## src/rtl/prog_loader.sv

```systemverilog
// Boot-time instruction-memory loader: length-prefixed little-endian byte stream -> 32-bit imem writes.
// Optional trailer checksum enabled by defining PROG_LOADER_CHECKSUM_EN.
module prog_loader #(
    parameter int ADDR_W    = 10,
    parameter int MAX_WORDS = 1024
) (
    input  logic              clk,
    input  logic              rst,
    input  logic              byte_valid,
    input  logic [7:0]        byte_data,
    output logic              byte_ready,
    output logic              wr_en,
    output logic [ADDR_W-1:0] wr_addr,
    output logic [31:0]       wr_data,
    output logic              core_rst,
    output logic              done,
    output logic              error
);

    typedef enum logic [2:0] {
        CNT_LO = 3'd0,
        CNT_HI = 3'd1,
        DATA   = 3'd2,
        CSUM   = 3'd3,
        DRAIN  = 3'd4,
        DONE   = 3'd5,
        ERR    = 3'd6
    } state_e;

    state_e            state_q;
    logic [15:0]       count_q;
    logic [1:0]        byte_idx_q;
    logic [ADDR_W:0]   word_cnt_q;
    logic [23:0]       word_buf_q;
    logic              wr_en_q;
    logic [ADDR_W-1:0] wr_addr_q;
    logic [31:0]       wr_data_q;
    logic              core_rst_q;
    logic              done_q;
    logic              error_q;
`ifdef PROG_LOADER_CHECKSUM_EN
    logic [7:0]        sum_q;

    function automatic logic [7:0] csum_add(input logic [7:0] acc, input logic [7:0] b);
        return acc + b;
    endfunction
`endif

    logic        ready_state_s;
    logic        accept_s;
    logic [15:0] cnt_new_s;
    logic        oversize_s;
    logic        last_word_s;

    // States in which the loader is willing to take a stream byte
    always_comb begin
        ready_state_s = 1'b0;
        case (state_q)
            CNT_LO:  ready_state_s = 1'b1;
            CNT_HI:  ready_state_s = 1'b1;
            DATA:    ready_state_s = 1'b1;
`ifdef PROG_LOADER_CHECKSUM_EN
            CSUM:    ready_state_s = 1'b1;
`endif
            default: ready_state_s = 1'b0;
        endcase
    end

    assign byte_ready  = ~rst & ready_state_s;
    assign accept_s    = byte_valid & byte_ready;
    assign cnt_new_s   = {byte_data, count_q[7:0]};
    assign oversize_s  = 32'(cnt_new_s) > 32'(MAX_WORDS);
    assign last_word_s = (32'(word_cnt_q) + 32'd1) == 32'(count_q);

    // Loader FSM with registered write port and status outputs
    always_ff @(posedge clk) begin
        if (rst) begin
            state_q    <= CNT_LO;
            count_q    <= 16'h0000;
            byte_idx_q <= 2'd0;
            word_cnt_q <= '0;
            word_buf_q <= 24'h000000;
            wr_en_q    <= 1'b0;
            wr_addr_q  <= '0;
            wr_data_q  <= 32'h0000_0000;
            core_rst_q <= 1'b1;
            done_q     <= 1'b0;
            error_q    <= 1'b0;
`ifdef PROG_LOADER_CHECKSUM_EN
            sum_q      <= 8'h00;
`endif
        end else begin
            wr_en_q <= 1'b0;
            case (state_q)
                CNT_LO: begin
                    if (accept_s) begin
                        count_q[7:0] <= byte_data;
                        state_q      <= CNT_HI;
                    end
                end
                CNT_HI: begin
                    if (accept_s) begin
                        count_q[15:8] <= byte_data;
                        if (oversize_s) begin
                            state_q <= ERR;
                            error_q <= 1'b1;
                        end else if (cnt_new_s == 16'h0000) begin
`ifdef PROG_LOADER_CHECKSUM_EN
                            state_q <= CSUM;
`else
                            state_q    <= DONE;
                            done_q     <= 1'b1;
                            core_rst_q <= 1'b0;
`endif
                        end else begin
                            state_q <= DATA;
                        end
                    end
                end
                DATA: begin
                    if (accept_s) begin
                        byte_idx_q <= byte_idx_q + 2'd1;
`ifdef PROG_LOADER_CHECKSUM_EN
                        sum_q      <= csum_add(sum_q, byte_data);
`endif
                        case (byte_idx_q)
                            2'd0: word_buf_q[7:0]   <= byte_data;
                            2'd1: word_buf_q[15:8]  <= byte_data;
                            2'd2: word_buf_q[23:16] <= byte_data;
                            2'd3: begin
                                wr_en_q    <= 1'b1;
                                wr_addr_q  <= word_cnt_q[ADDR_W-1:0];
                                wr_data_q  <= {byte_data, word_buf_q};
                                word_cnt_q <= word_cnt_q + 1'b1;
                                if (last_word_s) begin
                                    state_q <= DRAIN;
                                end
                            end
                            default: ;
                        endcase
                    end
                end
                // The final write pulse is on the bus during this state
                DRAIN: begin
`ifdef PROG_LOADER_CHECKSUM_EN
                    state_q <= CSUM;
`else
                    state_q    <= DONE;
                    done_q     <= 1'b1;
                    core_rst_q <= 1'b0;
`endif
                end
`ifdef PROG_LOADER_CHECKSUM_EN
                CSUM: begin
                    if (accept_s) begin
                        if (byte_data == sum_q) begin
                            state_q    <= DONE;
                            done_q     <= 1'b1;
                            core_rst_q <= 1'b0;
                        end else begin
                            state_q <= ERR;
                            error_q <= 1'b1;
                        end
                    end
                end
`endif
                DONE: state_q <= DONE;
                ERR:  state_q <= ERR;
                default: begin
                    state_q <= ERR;
                    error_q <= 1'b1;
                end
            endcase
        end
    end

    // A pending write is suppressed while reset is asserted
    assign wr_en    = wr_en_q & ~rst;
    assign wr_addr  = wr_addr_q;
    assign wr_data  = wr_data_q;
    assign core_rst = core_rst_q;
    assign done     = done_q;
    assign error    = error_q;

endmodule

```

## config.mk

```make
export PLATFORM = sky130hd
export DESIGN_NAME = prog_loader
export DESIGN_NICKNAME = d
export VERILOG_FILES = /design/src/rtl/prog_loader.sv
export SDC_FILE = /design/constraint.sdc
export NUM_CORES = 1
export LEC_CHECK = 0
export ABC_AREA = 1
export CAP_MARGIN = 0
export CORE_MARGIN = 2
export CORE_UTILIZATION = 58
export DETAILED_ROUTE_END_ITERATION = 6
export GPL_ROUTABILITY_DRIVEN = 1
export PLACE_DENSITY_LB_ADDON = 0.3
export SLEW_MARGIN = 20
export SYNTH_ARGS = -nofsm -noshare
export SYNTH_HDL_FRONTEND = slang
export SYNTH_SLANG_ARGS = --single-unit
```

## constraint.sdc

```tcl
create_clock -name clk -period 3.62 [get_ports clk]
set_input_delay 0.724 -clock clk [delete_from_list [all_inputs] [get_ports clk]]
set_output_delay 0.724 -clock clk [all_outputs]
set_load 0.02 [all_outputs]
```

==> impl_metrics.toml <==
[critical_path]
cp.arrival_ns = 2.30
worstSetupStartpoint = "rst"
critical_path_class = "input pin to primary output"
cp-end-kind = "primary output"
crit_path_start_kind = "input pin"
critPathMaxFanout = 10
required_ns = 2.90
worstReg2RegStart = "word_cnt_q[0]"
cpMaxStageDelayCell = "clkdlybuf4s50_1"
path_cells = "clkdlybuf4s50_1, nor2_1, nand2_1, inv_1, clkdlybuf4s50_1"
slowest_delay_ns = 0.65
cpMostUsedCell = "clkdlybuf4s50_1"

[status]
outcome = "finished, final reports clean"

[synthesis]
synth-simple-area-share_pct = 21.3
ys_dominant_reg_cell = "dfxtp_1"
async_reset_ff_share_pct = 0
synth_warnings = 0
synth_top_cell_by_area = "dfxtp_1"
yosysSeqAreaShare_pct = 48.2
syn_avg_cell_area_um2 = 7.44
ys_top_cells_by_area = "dfxtp_1, o21ai_0, nor2_1, a21oi_1, nand2_1"
synth_nets = 586
synth_top_area_share_pct = 48.2
synth_compound_area_share_pct = 19.5
syn-instance-count = 570
synth_edf_count = 0
synth_mux_area_share_pct = 0
ys_types = 30
netlist_area_mm2 = 0.00424
synth-xor-area-share_pct = 0.738
synth_top_family_by_area = "simple AND/OR/NAND/NOR gates"
synth_seq_cells = 102
synth.most_common_cell = "nor2_1"
synth_top_cells_by_count = "nor2_1, dfxtp_1, o21ai_0, nand2_1, a21oi_1"
synthAdderAreaFrac_pct = 1.48

[cts]
cts_max_path_buffers = 2
cts_hold_buf = 0
clock_latency_ns = 0.38
post_cts_resized = 0
clkTransAtPathRegs_ns = 0.10
clockRootBuffer = "clkbuf_8"
cts_tree = "yes"
cts_max_level = 3
cts.sinks = 102
numCtsBuffers = 9
post_cts_buffers = 0

[floorplanning]
ios = 58
dieHeight_um = 89.5
die_w_um = 89.5
fp.coreArea_mm2 = 0.00718
initial_core_util_pct = 59.1
rows = 31
design.die.area_mm2 = 0.00801

[place]
io_buffers = 57
gp_congestion = 0.895
place_area_mm2 = 0.00482
hpwl_um = 6740
placed_cells = 705

[pwr]
p_leak_nw = 1.99
peakVddDrop_mv = 0.293
power_density_mw_per_mm2 = 463

[timing]
period_share_pct = 83.4
drv_slew = 0
tightest_slew_ns = 0.567
max_freq_mhz = 331
rsz0062_at_grt = "no"
period_minus_slack_ns = 3.02
slew_headroom_pct = 62.1
fin_tns_setup_ns = 0
skew_ns = 0.00992
setup-violations-final = 0
hold_viol_final = 0

[cells_and_area]
seqCellArea_mm2 = 0.00204
multi_input_area_mm2 = 0.00183
layout-drive-gt1-share_pct = 6.11
fillers = 593
postLayoutCellArea_mm2 = 0.00501
antenna_cells = 0
fin_nets = 633
instances_no_fill = 721
syn2layout_area_growth_pct = 18.3

[global_routing]
grt_usage_pct = 25.3
met2_usage_pct = 39.9
busiest_layer = "met2"
gr-total-overflow = 0
antenna_found_initial = 0
grt_max_degree = 73
grt_pass1_wl_um = 15600
grt_pass1_vias = 3356
use_met1_pct = 35.2
met3_usage_pct = 3.79

[hold_path]
hp-class = "flip-flop to flip-flop"
hold_path_startpoint = "core_rst"

[drt]
drt_wl_total_um = 9750
routedWlPerCell_um = 13.5
drt_iter0_markers = 286
vias = 3845
viasPerCell = 5.33
drc_errors = 0
drtAntennaViolNets = 0
firstDrtPassIters = 5

[job]
max_cap_violations = 0
[kinds of logic (layout without fill, tap and decap cells)]
kind of cell,Yosys count,count (layout)
AO/OA/AOI/OAI,162,162
XOR/XNOR,2,2
adder cells (fa/ha/maj),5,5
buffers and inverters,82,134
flip-flops,102,102
AND/OR/NAND/NOR,217,217
[per-stage QoR]
stage | total power, mW | setup slack [ns] | utilization [%] | hold WS [ns]
after CTS | 2.32 | 0.592 | 69.9 | 0.470
after global placement | 1.63 | 0.598 | 67.2 | 0.437
after floorplan | 1.53 | 1.68 | - | 0.444
after detailed placement | 1.65 | 0.591 | 67.2 | 0.453
after global routing | 2.42 | 0.494 | 69.9 | 0.497
final | 2.32 | 0.601 | 69.9 | 0.469
[cell type report]
class,count,area share [%]
flip-flops and latches,102,40.7
multi-input cells,386,36.4
repair buffers,62,12.4
inverters,56,4.22
clock buffers,9,2.47
well taps,99,2.47
clock inverters,7,1.35
[path summary, 6_finish.rpt]
check	slack, ns	depth (start not counted)	to
worst max-delay path	0.60	5	byte_ready
worst max register to register	1.61	11	state_q[0]
worst min-delay path	0.47	2	core_rst
worst min register to register	0.47	2	core_rst
[cell usage in the layout (no fill, tap or decap), types with 9 or more instances in the layout]
cell type / n
a21oi_1: 63
clkbuf_8: 9
clkdlybuf4s50_1: 57
dfxtp_1: 102
inv_1: 50
nand2_1: 70
nand3_1: 26
nor2_1: 104
o21ai_0: 92
[registers in the layout, summed over array words and instances, names as in the netlist]
register and flops:
byte_idx_q 2, core_rst 1, count_q 16, done 1, error 1, state_q 3, word_buf_q 24, word_cnt_q 11
wr_addr 10, wr_data 32, wr_en_q 1
[where the power goes]
group	leakage, nW	switching (mW)	internal [mW]
clock network	0.0989	0.427	0.267
logic	1.07	0.248	0.142
registers	0.824	0.0460	1.19
[metal layers]
layer / vias to the layer above / part of all wire [%]
met5: - / 0
met4: 0 / 1.8
met3: 18 / 4.7
met2: 109 / 47
met1: 1761 / 47
li1: 1957 / -
[worst max-delay path, delay by kind of cell]
| kind | cells | cell delay, ns |
|---|---|---|
| buffers and inverters | 3 | 1.30 |
| AND/OR/NAND/NOR | 2 | 0.27 |
Note: power is estimated with default switching activity, not from simulation.
==> patch 1 (same settings) <==
The 7 states of `state_e` get a Gray code encoding in 3 bits.
--- a/src/rtl/prog_loader.sv
+++ b/src/rtl/prog_loader.sv
@@ -18,13 +18,13 @@
 );
 
     typedef enum logic [2:0] {
-        CNT_LO = 3'd0,
-        CNT_HI = 3'd1,
-        DATA   = 3'd2,
-        CSUM   = 3'd3,
-        DRAIN  = 3'd4,
-        DONE   = 3'd5,
-        ERR    = 3'd6
+        CNT_LO = 3'b000,
+        CNT_HI = 3'b001,
+        DATA   = 3'b011,
+        CSUM   = 3'b010,
+        DRAIN  = 3'b110,
+        DONE   = 3'b111,
+        ERR    = 3'b101
     } state_e;
 
     state_e            state_q;
Check against the original RTL: same outputs for any inputs over 10 cycles, from zero or initial values and one cycle with rst high; not proved beyond that.
==> patch 1 against the unedited design <==
  * Area after synthesis is 2.5% lower
  * Wire length is 3.7% lower
  * Core utilization is 2.5 points higher
  * First-iteration DRC count is 17% lower
  * Final area is 1.4% lower
  * Worst setup slack worse by 25 ps
  * Largest cell class unchanged
  * Critical endpoint unchanged
  * Sequential cell count stayed put
Power is not compared: it rests on default switching activity, and its combinational part moved more than twofold at a synthesized area within 25%.
==> patch 1: results (changes against the unedited design) <==
Detailed routing:
- The top routing layer in use is met4 (unchanged).
- The met2 wire length is 4670 µm (was 4530 µm).
- The met3 wire length came to 412 µm (was 460 µm).
- The number of vias after detailed routing is 3710 (was 3845).
- The initial DRC count came to 236 (was 286).
- The average wire per cell in the routed design came to 13.7 µm (was 13.5 µm).
- The met1 wire length came to 4110 µm (was 4580 µm).
- The final wirelength is 9390 µm (was 9750 µm).

Setup path:
- The biggest fanout along the worst timing path is 9 (was 10).
- The launch point of the worst reg-to-reg path is state_q[0] (was word_cnt_q[0]).
- The worst reg-to-reg path cell count is 9 (was 11).
- The data arrival time at the worst-slack endpoint came to 2320 ps (was 2300 ps).

Finish:
- The number of fill cells in the layout was 555 (was 593).
- The fraction of layout instances using a drive strength above 1 is 0.0542 (was 0.0611).
- The final-stage net count is 601 (was 633).

STA:
- The slew at the pin closest to its max-slew limit is 746 ps (was 567 ps).
- The setup TNS is 0 ps (unchanged).
- The maximum clock skew at final layout was 10.1 ps (was 9.92 ps).

Yosys:
- The primary flip-flop cell chosen by synthesis mapping is sky130_fd_sc_hd__dfxtp_1 (unchanged).
- The number of distinct standard cells referenced by the synthesized netlist came to 26 (was 30).
- Most used standard cells in the synthesized netlist: sky130_fd_sc_hd__dfxtp_1 (102), sky130_fd_sc_hd__o21ai_0 (98), sky130_fd_sc_hd__nor2_1 (88), sky130_fd_sc_hd__a21oi_1 (69), sky130_fd_sc_hd__nand2_1 (55) (was sky130_fd_sc_hd__nor2_1 (104), sky130_fd_sc_hd__dfxtp_1 (102), sky130_fd_sc_hd__o21ai_0 (92), sky130_fd_sc_hd__nand2_1 (70), sky130_fd_sc_hd__a21oi_1 (63)).
- The post-synthesis area per instance is 7.65 µm² (was 7.44 µm²).
- The synthesized net count is 556 (was 586).
- The sequential element share of the synthesized area is 0.494 (was 0.482).

Clock network:
- The number of cells upsized or downsized after cts came to 0 (unchanged).
- The clock insertion delay at the later pin of the skew report is 360 ps (was 380 ps).

Global routing:
- The wire length of the first global-routing pass is 15700 µm (was 15600 µm).
- The met1 track demand over resource is 0.315 (was 0.352).
- The pin count of the biggest net entering global routing came to 93 (was 73).
- The number of global-route vias before repair came to 3463 (was 3356).
- The met3 track utilization from global routing was 0.0438 (was 0.0379).
- The global-route total usage across every layer was 0.256 (was 0.253).
- The met2 routing resource usage after global routing was 0.446 (was 0.399).

Run status:
- Outcome: finished, final reports clean (unchanged).

Placement:
- The detailed-placement wirelength estimate is 6110 µm (was 6740 µm).
- The final RePlAce weighted congestion is 0.908 (was 0.895).

Min path:
- The worst min-delay path startpoint is done (was core_rst).
-- patch 1: changes by cell type after synthesis, sizes merged, moves of 4 or more --
| cell | change |
|---|---|
| nor2 | -20 |
| nand2 | -16 |
| a21oi | +6 |
| nand3 | -6 |
| o21ai | +4 |
-- patch 1: final timing paths --
check | end | slack [ps]
worst min register to register | done | 460
worst max register to register | wr_data[31] | 1500
worst min-delay path | done | 460
worst max-delay path | byte_ready | 580
-- patch 1: power by group through the flow --
stage / sequential, mW / clock (mW) / combinational, mW
finish: 1.17 / 0.739 / 0.162
global route: 1.17 / 0.805 / 0.182
detailed placement: 1.19 / 0 / 0.159
floorplan: 1.19 / 0 / 0.109
CTS: 1.16 / 0.755 / 0.160
global placement: 1.19 / 0 / 0.155
-- patch 1: cell type report --
class / count / area [µm²] / area share
clock inverters: 6 / 73.8 / 0.0149
clock buffers: 10 / 138 / 0.0278
multi-input cells: 359 / 1780 / 0.359
flip-flops and latches: 102 / 2040 / 0.413
well taps: 96 / 120 / 0.0243
repair buffers: 61 / 601 / 0.121
inverters: 52 / 195 / 0.0395
-- patch 1: cell families (layout without fill, tap and decap cells) --
| family | after synthesis | in the layout | share of synthesized area |
|---|---|---|---|
| buffers and inverters | 79 | 129 | 0.0763 |
| adder cells (fa/ha/maj) | 5 | 5 | 0.0151 |
| XOR/XNOR | 6 | 6 | 0.0230 |
| AND/OR/NAND/NOR | 176 | 176 | 0.178 |
| flip-flops | 102 | 102 | 0.494 |
| AO/OA/AOI/OAI | 172 | 172 | 0.213 |
-- patch 1: critical path, stage by stage --
cell	delay (ps)
sky130_fd_sc_hd__clkdlybuf4s50_1	600
sky130_fd_sc_hd__a211oi_2	330
sky130_fd_sc_hd__clkdlybuf4s50_1	660
==> patch 2 (same settings) <==
Made on the original files. Build with the macro `PROG_LOADER_CHECKSUM_EN` defined.
--- a/src/rtl/prog_loader.sv
+++ b/src/rtl/prog_loader.sv
@@ -1,5 +1,7 @@
 // Boot-time instruction-memory loader: length-prefixed little-endian byte stream -> 32-bit imem writes.
 // Optional trailer checksum enabled by defining PROG_LOADER_CHECKSUM_EN.
+`define PROG_LOADER_CHECKSUM_EN
+
 module prog_loader #(
     parameter int ADDR_W    = 10,
     parameter int MAX_WORDS = 1024
Function: changed (Yosys sat finds a counterexample within 4 cycles, from zero or initial values and one cycle with rst high).
==> patch 2 against the unedited design <==
  * Sequential cell count rose by 8
  * Die area grew 13%
  * Area after synthesis up 14%
  * Register-to-register slack got worse by 270 ps
  * Sequential share of layout area fell by 1.8 points
  * Fmax up 4.3%
  * Worst setup slack improved by 120 ps
  * Power decreased by 5.6%
  * Wire length up 20%
  * Cell count up 12%
  * Final area grew 13%
  * Hold slack got worse by 11 ps
==> patch 2: results (changes against the unedited design) <==
Yosys:
- The synthesized net count is 682 (was 586).
- Most area-consuming cells after synthesis: sky130_fd_sc_hd__dfxtp_1 (46%), sky130_fd_sc_hd__nor2_1 (8.7%), sky130_fd_sc_hd__o21ai_0 (8.4%) (was sky130_fd_sc_hd__dfxtp_1 (48%), sky130_fd_sc_hd__o21ai_0 (11%), sky130_fd_sc_hd__nor2_1 (9.2%)).
- The sequential element share of the synthesized area is 0.456 (was 0.482).
- The xor and xnor area share after synthesis came to 0.0192 (was 0.00738).
- Most used standard cells in the synthesized netlist: sky130_fd_sc_hd__nor2_1 (112), sky130_fd_sc_hd__dfxtp_1 (110), sky130_fd_sc_hd__nand2_1 (84), sky130_fd_sc_hd__o21ai_0 (81), sky130_fd_sc_hd__a21oi_1 (74) (was sky130_fd_sc_hd__nor2_1 (104), sky130_fd_sc_hd__dfxtp_1 (102), sky130_fd_sc_hd__o21ai_0 (92), sky130_fd_sc_hd__nand2_1 (70), sky130_fd_sc_hd__a21oi_1 (63)).
- The fraction of the mapped netlist area in compound gates is 0.172 (was 0.195).
- The adder-cell share of the synthesized area is 0.0352 (was 0.0148).
- The number of distinct standard cells referenced by the synthesized netlist was 34 (was 30).

STA:
- The headroom to the max-slew limit came to 0.629 (was 0.621).
- The final clock period utilization by the worst path was 0.800 (was 0.834).

Detailed routing:
- The initial DRC count came to 291 (was 286).
- The number of vias after detailed routing is 4519 (was 3845).
- The average wire per cell in the routed design is 14.4 µm (was 13.5 µm).

Pwr:
- The leakage component of the power is 2.35 nW (was 1.99 nW).
- The worst-case vdd ir drop is 194 µV (was 293 µV).

Global routing:
- The global-route total usage across every layer is 0.267 (was 0.253).
- The pin count of the biggest net entering global routing is 69 (was 73).
- The wire length of the first global-routing pass came to 18900 µm (was 15600 µm).
- The number of global-route vias before repair came to 4258 (was 3356).

Finish:
- The final antenna diode count is 0 (unchanged).
- The fraction of layout instances using a drive strength above 1 is 0.0553 (was 0.0611).
- The final-stage net count was 724 (was 633).
- The number of fill cells in the layout was 665 (was 593).

Placement:
- The final RePlAce weighted congestion is 0.877 (was 0.895).
- The minimum setup slack after placement came to 697 ps (was 591 ps).

Setup path:
- The worst reg-to-reg path cell count is 7 (was 11).
- The capturing element of the worst setup path is wr_en (was byte_ready).
- The data arrival time at the worst-slack endpoint is 2170 ps (was 2300 ps).
- The minimum setup slack among reg-to-reg paths is 1340 ps (was 1610 ps).
- The worst reg2reg path endpoint was word_buf_q[23] (was state_q[0]).
- The biggest fanout along the worst timing path was 5 (was 10).
- The launch point of the worst reg-to-reg path is state_q[1] (was word_cnt_q[0]).

Run status:
- Outcome: finished, final reports clean (unchanged).
==> patch 2: worst max-delay path: cells and delay by family <==
| kind | cells | cell delay [ps] |
|---|---|---|
| and+or+nand+nor | 1 | 270 |
| buffers and inverters | 2 | 1180 |
==> patch 2: cells by family (layout without fill, tap and decap cells) <==
family,Yosys count,after routing
buf+inv,99,146
fa+ha+maj,13,13
compound gates,163,163
simple gates,264,264
flops,110,110
xor+xnor,9,9
==> patch 2: power by group <==
group,switching (mW),total [mW],internal [mW]
sequential,0.0181,1.25,1.23
combinational,0.132,0.205,0.0736
clock,0.460,0.732,0.272
total,0.609,2.19,1.58
==> patch 2: layer usage <==
metal | GRT usage | vias up | share of wire
met5 | 0 | - | 0
met1 | 0.325 | 2088 | 0.43
met3 | 0.0522 | 33 | 0.061
li1 | - | 2246 | -
met4 | 0.129 | 0 | 0.030
met2 | 0.452 | 152 | 0.48
==> patch 2: cell type report <==
type,instances,area (µm²),share of cell area
Multi-Input combinational cell,449,2220,0.393
Sequential cell,110,2200,0.390
Timing Repair Buffer,69,673,0.119
Inverter,61,229,0.0405
Tap cell,105,131,0.0232
Clock buffer,9,124,0.0219
Clock inverter,7,70.1,0.0124
==> patch 2: worst min-delay path by stage <==
stage               cells after the start  slack [ps]     endpoint
detailed placement                      2         440         done
finish                                  2         460     core_rst
CTS                                     2         460  wr_data[23]
floorplan                               2         430  count_q[13]
global route                            2         480  count_q[13]
global placement                        2         430     core_rst
==> patch 2: through the flow <==
step	hold slack, ps	cell area [µm²]	power (mW)	std cells	utilization
5_1_grt	485	5650	2.26	810	0.695
6_report	458	5650	2.19	810	0.695
3_3_place_gp	432	5460	1.47	794	0.671
2_1_floorplan	429	4830	1.42	658	-
3_5_place_dp	445	5460	1.48	794	0.671
4_1_cts	460	5650	2.19	810	0.695
